File: src/rtl/decode_pkg.sv
// Decode stage package: RV32I opcodes, ALU control codes, immediate formats,
// decoded-field bundle and the immediate generator shared by the decode logic.
package decode_pkg;

    localparam int unsigned INSTR_W = 32;
    localparam int unsigned ALU_W   = 6;

    localparam logic [6:0] OPC_R      = 7'b0110011;
    localparam logic [6:0] OPC_I_ALU  = 7'b0010011;
    localparam logic [6:0] OPC_LOAD   = 7'b0000011;
    localparam logic [6:0] OPC_STORE  = 7'b0100011;
    localparam logic [6:0] OPC_BRANCH = 7'b1100011;
    localparam logic [6:0] OPC_LUI    = 7'b0110111;
    localparam logic [6:0] OPC_JAL    = 7'b1101111;

    localparam logic [ALU_W-1:0] ALU_CTRL_NONE = 6'd0;
    localparam logic [ALU_W-1:0] ALU_CTRL_ADD  = 6'd1;
    localparam logic [ALU_W-1:0] ALU_CTRL_SUB  = 6'd2;
    localparam logic [ALU_W-1:0] ALU_CTRL_SLL  = 6'd3;
    localparam logic [ALU_W-1:0] ALU_CTRL_SLT  = 6'd4;
    localparam logic [ALU_W-1:0] ALU_CTRL_SLTU = 6'd5;
    localparam logic [ALU_W-1:0] ALU_CTRL_XOR  = 6'd6;
    localparam logic [ALU_W-1:0] ALU_CTRL_SRL  = 6'd7;
    localparam logic [ALU_W-1:0] ALU_CTRL_SRA  = 6'd8;
    localparam logic [ALU_W-1:0] ALU_CTRL_OR   = 6'd9;
    localparam logic [ALU_W-1:0] ALU_CTRL_AND  = 6'd10;
    localparam logic [ALU_W-1:0] ALU_CTRL_BEQ  = 6'd11;
    localparam logic [ALU_W-1:0] ALU_CTRL_BNE  = 6'd12;
    localparam logic [ALU_W-1:0] ALU_CTRL_BLT  = 6'd13;
    localparam logic [ALU_W-1:0] ALU_CTRL_BGE  = 6'd14;
    localparam logic [ALU_W-1:0] ALU_CTRL_LUI  = 6'd15;
    localparam logic [ALU_W-1:0] ALU_CTRL_JAL  = 6'd16;

    typedef enum logic [2:0] {
        IMM_NONE = 3'd0,
        IMM_I    = 3'd1,
        IMM_S    = 3'd2,
        IMM_B    = 3'd3,
        IMM_U    = 3'd4,
        IMM_J    = 3'd5
    } imm_type_e;

    typedef struct packed {
        logic [ALU_W-1:0] alu_ctrl;
        imm_type_e        imm_type;
        logic             is_wb;
        logic             is_load;
        logic             is_store;
        logic             is_imm;
        logic             is_branch;
        logic             is_jump;
        logic             illegal;
        logic             uses_rs1;
        logic             uses_rs2;
    } dec_fields_t;

    // 32-bit sign-extended immediate for the given instruction format
    function automatic logic [31:0] imm_gen(input logic [31:0] instr, input imm_type_e t);
        logic [31:0] imm;
        case (t)
            IMM_I:   imm = {{20{instr[31]}}, instr[31:20]};
            IMM_S:   imm = {{20{instr[31]}}, instr[31:25], instr[11:7]};
            IMM_B:   imm = {{19{instr[31]}}, instr[31], instr[7], instr[30:25], instr[11:8], 1'b0};
            IMM_U:   imm = {instr[31:12], 12'h000};
            IMM_J:   imm = {{11{instr[31]}}, instr[31], instr[19:12], instr[20], instr[30:21], 1'b0};
            default: imm = 32'h0000_0000;
        endcase
        return imm;
    endfunction

endpackage

File: src/rtl/regfile_p.sv
// Two-read/one-write register file, x0 hard-wired to zero, write-first bypass.
// Ports: clock, reset_n, we/wsel/wdata (write port), rsel1/rsel2 (read selects),
//        rdata1_c/rdata2_c (combinational read data including same-cycle write).
module regfile_p #(
    parameter int unsigned XLEN = 32,
    parameter int unsigned NREG = 32,
    localparam int unsigned RSEL_W = $clog2(NREG)
) (
    input  logic              clock,
    input  logic              reset_n,
    input  logic              we,
    input  logic [RSEL_W-1:0] wsel,
    input  logic [XLEN-1:0]   wdata,
    input  logic [RSEL_W-1:0] rsel1,
    input  logic [RSEL_W-1:0] rsel2,
    output logic [XLEN-1:0]   rdata1_c,
    output logic [XLEN-1:0]   rdata2_c
);

    logic [XLEN-1:0] regs [NREG];
    logic            wr_en;

    assign wr_en = we && (wsel != '0);

    // Storage; writes to x0 are dropped
    always_ff @(posedge clock or negedge reset_n) begin
        if (!reset_n) begin
            for (int i = 0; i < int'(NREG); i++) begin
                regs[i] <= '0;
            end
        end else if (wr_en) begin
            regs[wsel] <= wdata;
        end
    end

    // Reads: x0 is zero, a same-cycle write to the selected register wins
    always_comb begin
        rdata1_c = regs[rsel1];
        rdata2_c = regs[rsel2];
        if (rsel1 == '0)                     rdata1_c = '0;
        else if (wr_en && (wsel == rsel1))   rdata1_c = wdata;
        if (rsel2 == '0)                     rdata2_c = '0;
        else if (wr_en && (wsel == rsel2))   rdata2_c = wdata;
    end

endmodule

File: src/rtl/decode_hazard_stage.sv
// Decode stage: RV32I-subset decoder, register read with WB bypass, load-use
// interlock, branch flush and the D/A pipeline register.
// Ports: clock/reset_n; fd_* fetch beat in, d_ready (combinational) back to fetch;
//        *_regfile writeback port; flush; a_ready from execute; da_* D/A register
//        contents; bubble_count saturating count of load-use bubbles.
module decode_hazard_stage
    import decode_pkg::*;
#(
    parameter int unsigned XLEN  = 32,
    parameter int unsigned NREG  = 32,
    parameter int unsigned PC_W  = 32,
    parameter int unsigned CNT_W = 16,
    localparam int unsigned RSEL_W = $clog2(NREG)
) (
    input  logic              clock,
    input  logic              reset_n,
    input  logic              fd_valid,
    input  logic [PC_W-1:0]   fd_pc,
    input  logic [31:0]       fd_instr,
    output logic              d_ready,
    input  logic              w_regfile,
    input  logic [RSEL_W-1:0] sel_regfile,
    input  logic [XLEN-1:0]   data_regfile,
    input  logic              flush,
    input  logic              a_ready,
    output logic              da_valid,
    output logic [PC_W-1:0]   da_pc,
    output logic [RSEL_W-1:0] da_read_sel1,
    output logic [RSEL_W-1:0] da_read_sel2,
    output logic [RSEL_W-1:0] da_write_sel,
    output logic [XLEN-1:0]   da_data1,
    output logic [XLEN-1:0]   da_data2,
    output logic [XLEN-1:0]   da_imm32,
    output logic [5:0]        da_alu_ctrl,
    output logic [PC_W-1:0]   da_target_pc,
    output logic              da_is_wb,
    output logic              da_is_load,
    output logic              da_is_store,
    output logic              da_is_imm,
    output logic              da_is_branch,
    output logic              da_is_jump,
    output logic              da_illegal,
    output logic [CNT_W-1:0]  bubble_count
);

    logic [6:0]        opcode;
    logic [2:0]        funct3;
    logic [6:0]        funct7;
    logic [4:0]        rd_raw;
    logic [RSEL_W-1:0] rs1;
    logic [RSEL_W-1:0] rs2;
    logic [RSEL_W-1:0] rd;
    dec_fields_t       dec;
    logic              bad;
    logic [31:0]       imm_raw;
    logic [XLEN-1:0]   imm_x;
    logic [PC_W-1:0]   target_c;
    logic [XLEN-1:0]   rdata1_c;
    logic [XLEN-1:0]   rdata2_c;
    logic              hazard_c;
    logic              stall_c;

    assign opcode = fd_instr[6:0];
    assign funct3 = fd_instr[14:12];
    assign funct7 = fd_instr[31:25];
    assign rd_raw = fd_instr[11:7];
    assign rs1    = RSEL_W'(fd_instr[19:15]);
    assign rs2    = RSEL_W'(fd_instr[24:20]);
    assign rd     = RSEL_W'(rd_raw);

    regfile_p #(.XLEN(XLEN), .NREG(NREG)) u_regfile (
        .clock    (clock),
        .reset_n  (reset_n),
        .we       (w_regfile),
        .wsel     (sel_regfile),
        .wdata    (data_regfile),
        .rsel1    (rs1),
        .rsel2    (rs2),
        .rdata1_c (rdata1_c),
        .rdata2_c (rdata2_c)
    );

    // Instruction decoder; any unsupported encoding collapses to a bare illegal flag
    always_comb begin
        dec = '0;
        bad = 1'b0;
        case (opcode)
            OPC_R: begin
                dec.is_wb    = 1'b1;
                dec.uses_rs1 = 1'b1;
                dec.uses_rs2 = 1'b1;
                case ({funct7, funct3})
                    {7'h00, 3'b000}: dec.alu_ctrl = ALU_CTRL_ADD;
                    {7'h20, 3'b000}: dec.alu_ctrl = ALU_CTRL_SUB;
                    {7'h00, 3'b001}: dec.alu_ctrl = ALU_CTRL_SLL;
                    {7'h00, 3'b010}: dec.alu_ctrl = ALU_CTRL_SLT;
                    {7'h00, 3'b011}: dec.alu_ctrl = ALU_CTRL_SLTU;
                    {7'h00, 3'b100}: dec.alu_ctrl = ALU_CTRL_XOR;
                    {7'h00, 3'b101}: dec.alu_ctrl = ALU_CTRL_SRL;
                    {7'h20, 3'b101}: dec.alu_ctrl = ALU_CTRL_SRA;
                    {7'h00, 3'b110}: dec.alu_ctrl = ALU_CTRL_OR;
                    {7'h00, 3'b111}: dec.alu_ctrl = ALU_CTRL_AND;
                    default:         bad = 1'b1;
                endcase
            end
            OPC_I_ALU: begin
                dec.is_wb    = 1'b1;
                dec.is_imm   = 1'b1;
                dec.uses_rs1 = 1'b1;
                dec.imm_type = IMM_I;
                case (funct3)
                    3'b000: dec.alu_ctrl = ALU_CTRL_ADD;
                    3'b010: dec.alu_ctrl = ALU_CTRL_SLT;
                    3'b011: dec.alu_ctrl = ALU_CTRL_SLTU;
                    3'b100: dec.alu_ctrl = ALU_CTRL_XOR;
                    3'b110: dec.alu_ctrl = ALU_CTRL_OR;
                    3'b111: dec.alu_ctrl = ALU_CTRL_AND;
                    3'b001: begin
                        dec.alu_ctrl = ALU_CTRL_SLL;
                        bad          = (funct7 != 7'h00);
                    end
                    default: begin
                        // 3'b101: shift-right family selected by funct7
                        if (funct7 == 7'h00)      dec.alu_ctrl = ALU_CTRL_SRL;
                        else if (funct7 == 7'h20) dec.alu_ctrl = ALU_CTRL_SRA;
                        else                      bad = 1'b1;
                    end
                endcase
            end
            OPC_LOAD: begin
                dec.is_wb    = 1'b1;
                dec.is_load  = 1'b1;
                dec.is_imm   = 1'b1;
                dec.uses_rs1 = 1'b1;
                dec.imm_type = IMM_I;
                dec.alu_ctrl = ALU_CTRL_ADD;
                bad = !(funct3 inside {3'b000, 3'b001, 3'b010, 3'b100, 3'b101});
            end
            OPC_STORE: begin
                dec.is_store = 1'b1;
                dec.is_imm   = 1'b1;
                dec.uses_rs1 = 1'b1;
                dec.uses_rs2 = 1'b1;
                dec.imm_type = IMM_S;
                dec.alu_ctrl = ALU_CTRL_ADD;
                bad = !(funct3 inside {3'b000, 3'b001, 3'b010});
            end
            OPC_BRANCH: begin
                dec.is_branch = 1'b1;
                dec.uses_rs1  = 1'b1;
                dec.uses_rs2  = 1'b1;
                dec.imm_type  = IMM_B;
                case (funct3)
                    3'b000:  dec.alu_ctrl = ALU_CTRL_BEQ;
                    3'b001:  dec.alu_ctrl = ALU_CTRL_BNE;
                    3'b100:  dec.alu_ctrl = ALU_CTRL_BLT;
                    3'b101:  dec.alu_ctrl = ALU_CTRL_BGE;
                    default: bad = 1'b1;
                endcase
            end
            OPC_LUI: begin
                dec.is_wb    = 1'b1;
                dec.is_imm   = 1'b1;
                dec.imm_type = IMM_U;
                dec.alu_ctrl = ALU_CTRL_LUI;
            end
            OPC_JAL: begin
                dec.is_wb    = 1'b1;
                dec.is_jump  = 1'b1;
                dec.imm_type = IMM_J;
                dec.alu_ctrl = ALU_CTRL_JAL;
            end
            default: bad = 1'b1;
        endcase
        if (bad) begin
            dec         = '0;
            dec.illegal = 1'b1;
        end
        if (rd_raw == 5'd0) begin
            dec.is_wb = 1'b0;
        end
    end

    assign imm_raw  = imm_gen(fd_instr, dec.imm_type);
    assign imm_x    = XLEN'($signed(imm_raw));
    assign target_c = fd_pc + PC_W'($signed(imm_raw));

    // Load-use interlock against the instruction currently held in D/A
    assign hazard_c = da_valid && da_is_load && (da_write_sel != '0) &&
                      ((dec.uses_rs1 && (rs1 == da_write_sel)) ||
                       (dec.uses_rs2 && (rs2 == da_write_sel)));
    assign stall_c  = da_valid && !a_ready;
    assign d_ready  = flush || (!hazard_c && (!da_valid || a_ready));

    // D/A pipeline register and bubble counter; priority flush > stall > hazard > load > drain
    always_ff @(posedge clock or negedge reset_n) begin
        if (!reset_n) begin
            da_valid     <= 1'b0;
            da_pc        <= '0;
            da_read_sel1 <= '0;
            da_read_sel2 <= '0;
            da_write_sel <= '0;
            da_data1     <= '0;
            da_data2     <= '0;
            da_imm32     <= '0;
            da_alu_ctrl  <= '0;
            da_target_pc <= '0;
            da_is_wb     <= 1'b0;
            da_is_load   <= 1'b0;
            da_is_store  <= 1'b0;
            da_is_imm    <= 1'b0;
            da_is_branch <= 1'b0;
            da_is_jump   <= 1'b0;
            da_illegal   <= 1'b0;
            bubble_count <= '0;
        end else if (flush) begin
            da_valid <= 1'b0;
        end else if (stall_c) begin
            // Held operands track writebacks that land while execute is stalled
            if (w_regfile && (sel_regfile != '0) && (sel_regfile == da_read_sel1)) begin
                da_data1 <= data_regfile;
            end
            if (w_regfile && (sel_regfile != '0) && (sel_regfile == da_read_sel2)) begin
                da_data2 <= data_regfile;
            end
        end else if (hazard_c) begin
            da_valid <= 1'b0;
            if (bubble_count != '1) begin
                bubble_count <= bubble_count + CNT_W'(1);
            end
        end else if (fd_valid) begin
            da_valid     <= 1'b1;
            da_pc        <= fd_pc;
            da_read_sel1 <= rs1;
            da_read_sel2 <= rs2;
            da_write_sel <= rd;
            da_data1     <= rdata1_c;
            da_data2     <= rdata2_c;
            da_imm32     <= imm_x;
            da_alu_ctrl  <= dec.alu_ctrl;
            da_target_pc <= target_c;
            da_is_wb     <= dec.is_wb;
            da_is_load   <= dec.is_load;
            da_is_store  <= dec.is_store;
            da_is_imm    <= dec.is_imm;
            da_is_branch <= dec.is_branch;
            da_is_jump   <= dec.is_jump;
            da_illegal   <= dec.illegal;
        end else begin
            da_valid <= 1'b0;
        end
    end

endmodule
File: config.mk
export PLATFORM = sky130hd
export DESIGN_NAME = decode_hazard_stage
export DESIGN_NICKNAME = d
export VERILOG_FILES = /design/src/rtl/decode_pkg.sv /design/src/rtl/regfile_p.sv /design/src/rtl/decode_hazard_stage.sv
export SDC_FILE = /design/constraint.sdc
export NUM_CORES = 2
export LEC_CHECK = 0
export ABC_CLOCK_PERIOD_IN_PS = 3170
export BUFFER_PORTS_ARGS = -buffer_cell sky130_fd_sc_hd__buf_2
export CAP_MARGIN = 25
export CORE_ASPECT_RATIO = 1.1
export CORE_MARGIN = 5
export CORE_UTILIZATION = 30
export DETAILED_ROUTE_END_ITERATION = 10
export PLACE_DENSITY = 0.43
export REMOVE_ABC_BUFFERS = 1
export SLEW_MARGIN = 30
export SYNTH_ARGS = -nofsm -noshare
export SYNTH_HDL_FRONTEND = slang
export SYNTH_SLANG_ARGS = --single-unit
File: constraint.sdc
create_clock -name clock -period 3.17 [get_ports clock]
set_clock_uncertainty 0.05 [all_clocks]
set_input_delay 0 -clock clock [delete_from_list [all_inputs] [get_ports clock]]
set_output_delay 0 -clock clock [all_outputs]
set_load 0.05 [all_outputs]
==> impl_metrics.sql <==
INSERT INTO impl_metrics (metric_group, metric, value, unit) VALUES
('critical_path', 'timing.critical_path.required', '3790', 'ps'),
('critical_path', 'slowest_stage_delay_on_critical_path', '360', 'ps'),
('global_routing', 'grt_first_pass_wirelength', '353000', 'um'),
('die', 'floorplan.die.height', '499', 'um'),
('critical_path', 'crit_path_top_delay_cell', 'a2111oi_4', ''),
('route', 'route.detailed.wl_per_inst', '29.8', 'um'),
('synth', 'synth_top_area_frac', '0.471', ''),
('synth', 'synth-compound-area-share', '0.0577', ''),
('placed_design', 'numPortBuffers', '311', ''),
('hold_path', 'hold_class', 'in -> reg', ''),
('synth', 'yosys.area_share.xor_xnor', '0.00926', ''),
('timing', 'final_min_period_over_clock_period', '0.981', ''),
('timing', 'hold_viol_final', '0', ''),
('timing', 'timing.fmax', '322', 'MHz'),
('global_routing', 'grt_util_all_layers', '0.213', ''),
('synth', 'post_synth_instance_area', '65300', 'um^2'),
('hold_path', 'hold_start', 'fd_pc[15]', ''),
('layout', 'area_growth_syn_to_layout', '21.9', '%'),
('critical_path', 'criticalPathCategory', 'in -> reg', ''),
('global_routing', 'grt_max_degree', '131', ''),
('clocking', 'cts_buffer_depth', '3', ''),
('clocking', 'cts_tree', 'done', ''),
('run', 'max_capacitance_violation_count', '0', ''),
('clocking', 'ctsRootBufferMaster', 'clkbuf_16', ''),
('synth', 'synthAdderAreaFrac', '0.00644', ''),
('synth', 'synth_area_leaders', 'dfrtp_1 47%, mux2_2 19%, mux4_2 17%, mux2i_1 2.6%, nand2_1 1.9%', ''),
('die', 'boundaryPins', '313', ''),
('die', 'area_of_the_die', '227000', 'um^2'),
('clocking', 'tritoncts_num_sinks', '1228', ''),
('route', 'via_per_inst', '5.42', ''),
('synth', 'yosysWarningCount', '0', ''),
('synth', 'synthArstFlopShare', '1.00', ''),
('synth', 'synthesis.instances', '4739', ''),
('timing', 'report.final.setup_viol', '0', ''),
('synth', 'dominant_combinational_cell_family_by_area_after_synthesis', 'multiplexers', ''),
('global_routing', 'number_of_antenna_violations_at_the_first_check_in_global_routing', '17', ''),
('die', 'placementRows', '179', ''),
('status', 'run_status', 'finished clean', ''),
('placed_design', 'dp_worst_setup_slack', '-1120', 'ps'),
('critical_path', 'worst_setup_path_startpoint', 'fd_instr[31]', ''),
('clocking', 'cts_made_buffers', '147', ''),
('critical_path', 'r2r-start', 'da_write_sel[1]$_DFFE_PN0P_', ''),
('route', 'detail-route-antenna-nets', '0', ''),
('timing', 'worst_pin_slew', '995', 'ps'),
('synth', 'synth-simple-area-share', '0.0386', ''),
('synth', 'post_synth.cell_area_avg', '13.8', 'um^2'),
('route', 'drc', '0', ''),
('die', 'floorplan.initialDensity', '0.302', ''),
('critical_path', 'crit_arrival', '3730', 'ps'),
('critical_path', 'worstSetupEndpointType', 'register', ''),
('clocking', 'clkTransAtPathRegs', '60', 'ps'),
('synth', 'synth_sequential_area_ratio', '0.471', ''),
('synth', 'mux_contribution_to_synthesized_area', '0.386', ''),
('layout', 'stdcell_count', '8273', ''),
('synth', 'library_cell_occupying_the_most_area_in_the_post_synthesis_netlist', 'dfrtp_1', ''),
('timing', 'grt_setup_unrepaired', 'true', ''),
('route', 'vias', '44818', ''),
('die', 'core', '216000', 'um^2'),
('power', 'leakage', '35.3', 'nW'),
('clocking', 'cts-htree-levels', '4', ''),
('route', 'drt-pass1-iter-count', '7', ''),
('timing', 'report.final.slew_viol_count', '0', ''),
('timing', 'setup_slack', '60.1', 'ps'),
('route', 'route.final.wire_length', '246000', 'um'),
('layout', 'finalNetCount', '5396', ''),
('synth', 'ys_seq_elements', '1228', ''),
('power', 'power.density_cell_area', '616', 'nW/um^2'),
('placed_design', 'dp_hpwl', '149000', 'um'),
('route', 'initialDrtViolationCount', '2884', ''),
('clocking', 'clk-insertion-delay-late', '800', 'ps'),
('critical_path', 'crit_path_start_kind', 'input port', '');
## Yosys cell counts (14+ instances only)
cell,instances
a21o_1,34
a21oi_1,102
a221oi_1,57
a22oi_1,47
a32oi_1,34
and2_1,16
buf_1,66
buf_2,99
clkbuf_1,300
dfrtp_1,1228
ha_1,32
inv_1,18
mux2_1,50
mux2_2,1076
mux2i_1,169
mux4_2,480
nand2_1,333
nand3_1,44
nand4_1,14
nor2_1,95
o211ai_1,39
o21ai_0,102
o21ai_1,62
xnor2_1,39
xor2_1,30
## timing repair
action / 4_1_cts / 5_1_grt
cloned: 0 / 1
endpoints found under the setup margin: 11 / 20
resized for setup: 19 / 36
pin swaps: 15 / 19
setup buffers: 7 / 5
hold buffers: 162 / 0
endpoints found under the hold margin: 2419 / 0
## layout by cell type, fill, tap and decap left out, drive strengths merged, types with 7 or more instances in the layout
cell	count
clkbuf	217
inv	24
and3	10
a21o	34
o31ai	11
nand4	14
a31oi	9
and2	16
a21oi	102
dfrtp	1228
nand2	333
a32oi	34
nor2	95
o21ai	166
bufinv	12
clkinv	30
mux2	1126
o211ai	41
a221oi	57
xnor2	39
ha	32
mux2i	169
nand3	45
or3	7
o221ai	10
mux4	480
nand2b	7
buf	686
xor2	30
a22oi	47
dlygate4sd3	161
nor3	15
nor2b	7
## kinds of logic (layout without fill, tap and decap cells)
group                      count (synthesis)  in the layout
xor gates and xnor gates                  69             69
other                                      1              5
AOI/OAI and AO/OA                        556            556
adders and majority gates                 33             33
muxes                                   1775           1775
and+or+nand+nor                          578            578
buffers and inverters                    499           1133
DFF                                     1228           1228
## path summary, 6_finish.rpt
path | endpoint | slack [ps] | cells after the start
max reg2reg | da_pc[31]$_DFFE_PN0P_ | 100 | 8
min in group asynchronous | u_regfile.regs[55]$_DFFE_PN0P_ | 420 | 4
max in group asynchronous | da_pc[24]$_DFFE_PN0P_ | 1660 | 5
min reg2reg | u_regfile.regs[1017]$_DFFE_PN0P_ | 350 | 0
min | da_pc[15]$_DFFE_PN0P_ | 70 | 3
max | da_target_pc[30]$_DFFE_PN0P_ | 60 | 19
## flip-flops by register name, indices dropped and copies added (netlist names), 5 cells and up
signal,flops
da_pc,32
da_alu_ctrl,5
bubble_count,16
da_write_sel,5
da_read_sel1,5
da_imm32,32
da_read_sel2,5
u_regfile.regs,1024
da_data1,32
da_data2,32
da_target_pc,32
## critical path: cells and delay by family
kind                     cells  cell delay, ps
AO/OA/AOI/OAI               11            2450
adder cells (fa/ha/maj)      1             220
AND/OR/NAND/NOR              3             400
buffers and inverters        3             460
XOR/XNOR                     1             170
## report_power, final
group          switching, mW  total [mW]  internal [mW]
clock                   7.20        17.7           10.5
combinational           5.31        10.9           5.55
sequential              1.98        20.5           18.5
total                   14.5        49.1           34.6
## stage by stage
stage	hold WS (ps)	utilization	total power, mW	instance area (um^2)
after global placement	-136	0.336	31.2	72600
after global routing	51.7	0.368	51.3	79600
final	69.1	0.368	49.1	79600
after CTS	4.96	0.367	49.6	79400
after detailed placement	-138	0.336	31.5	72600
after floorplan	-346	-	27.4	63300
## routing by layer
metal,part of all wire,vias to the layer above,GRT usage
li1,-,19027,-
met1,0.45,24313,0.298
met2,0.48,1195,0.350
met3,0.051,281,0.0330
met4,0.021,2,0.0478
met5,0.000057,-,0
## area by class of cell
class / instances / area, um^2
clock inverter: 51 / 642
multi-input combinational: 3012 / 33100
fill: 20796 / 137000
tap: 2896 / 3620
inverter: 18 / 70.1
timing repair buffer: 849 / 7140
sequential: 1228 / 30700
clock buffer: 215 / 4350
antenna: 4 / 10.0
No activity file was read; power rests on OpenSTA's default activity.
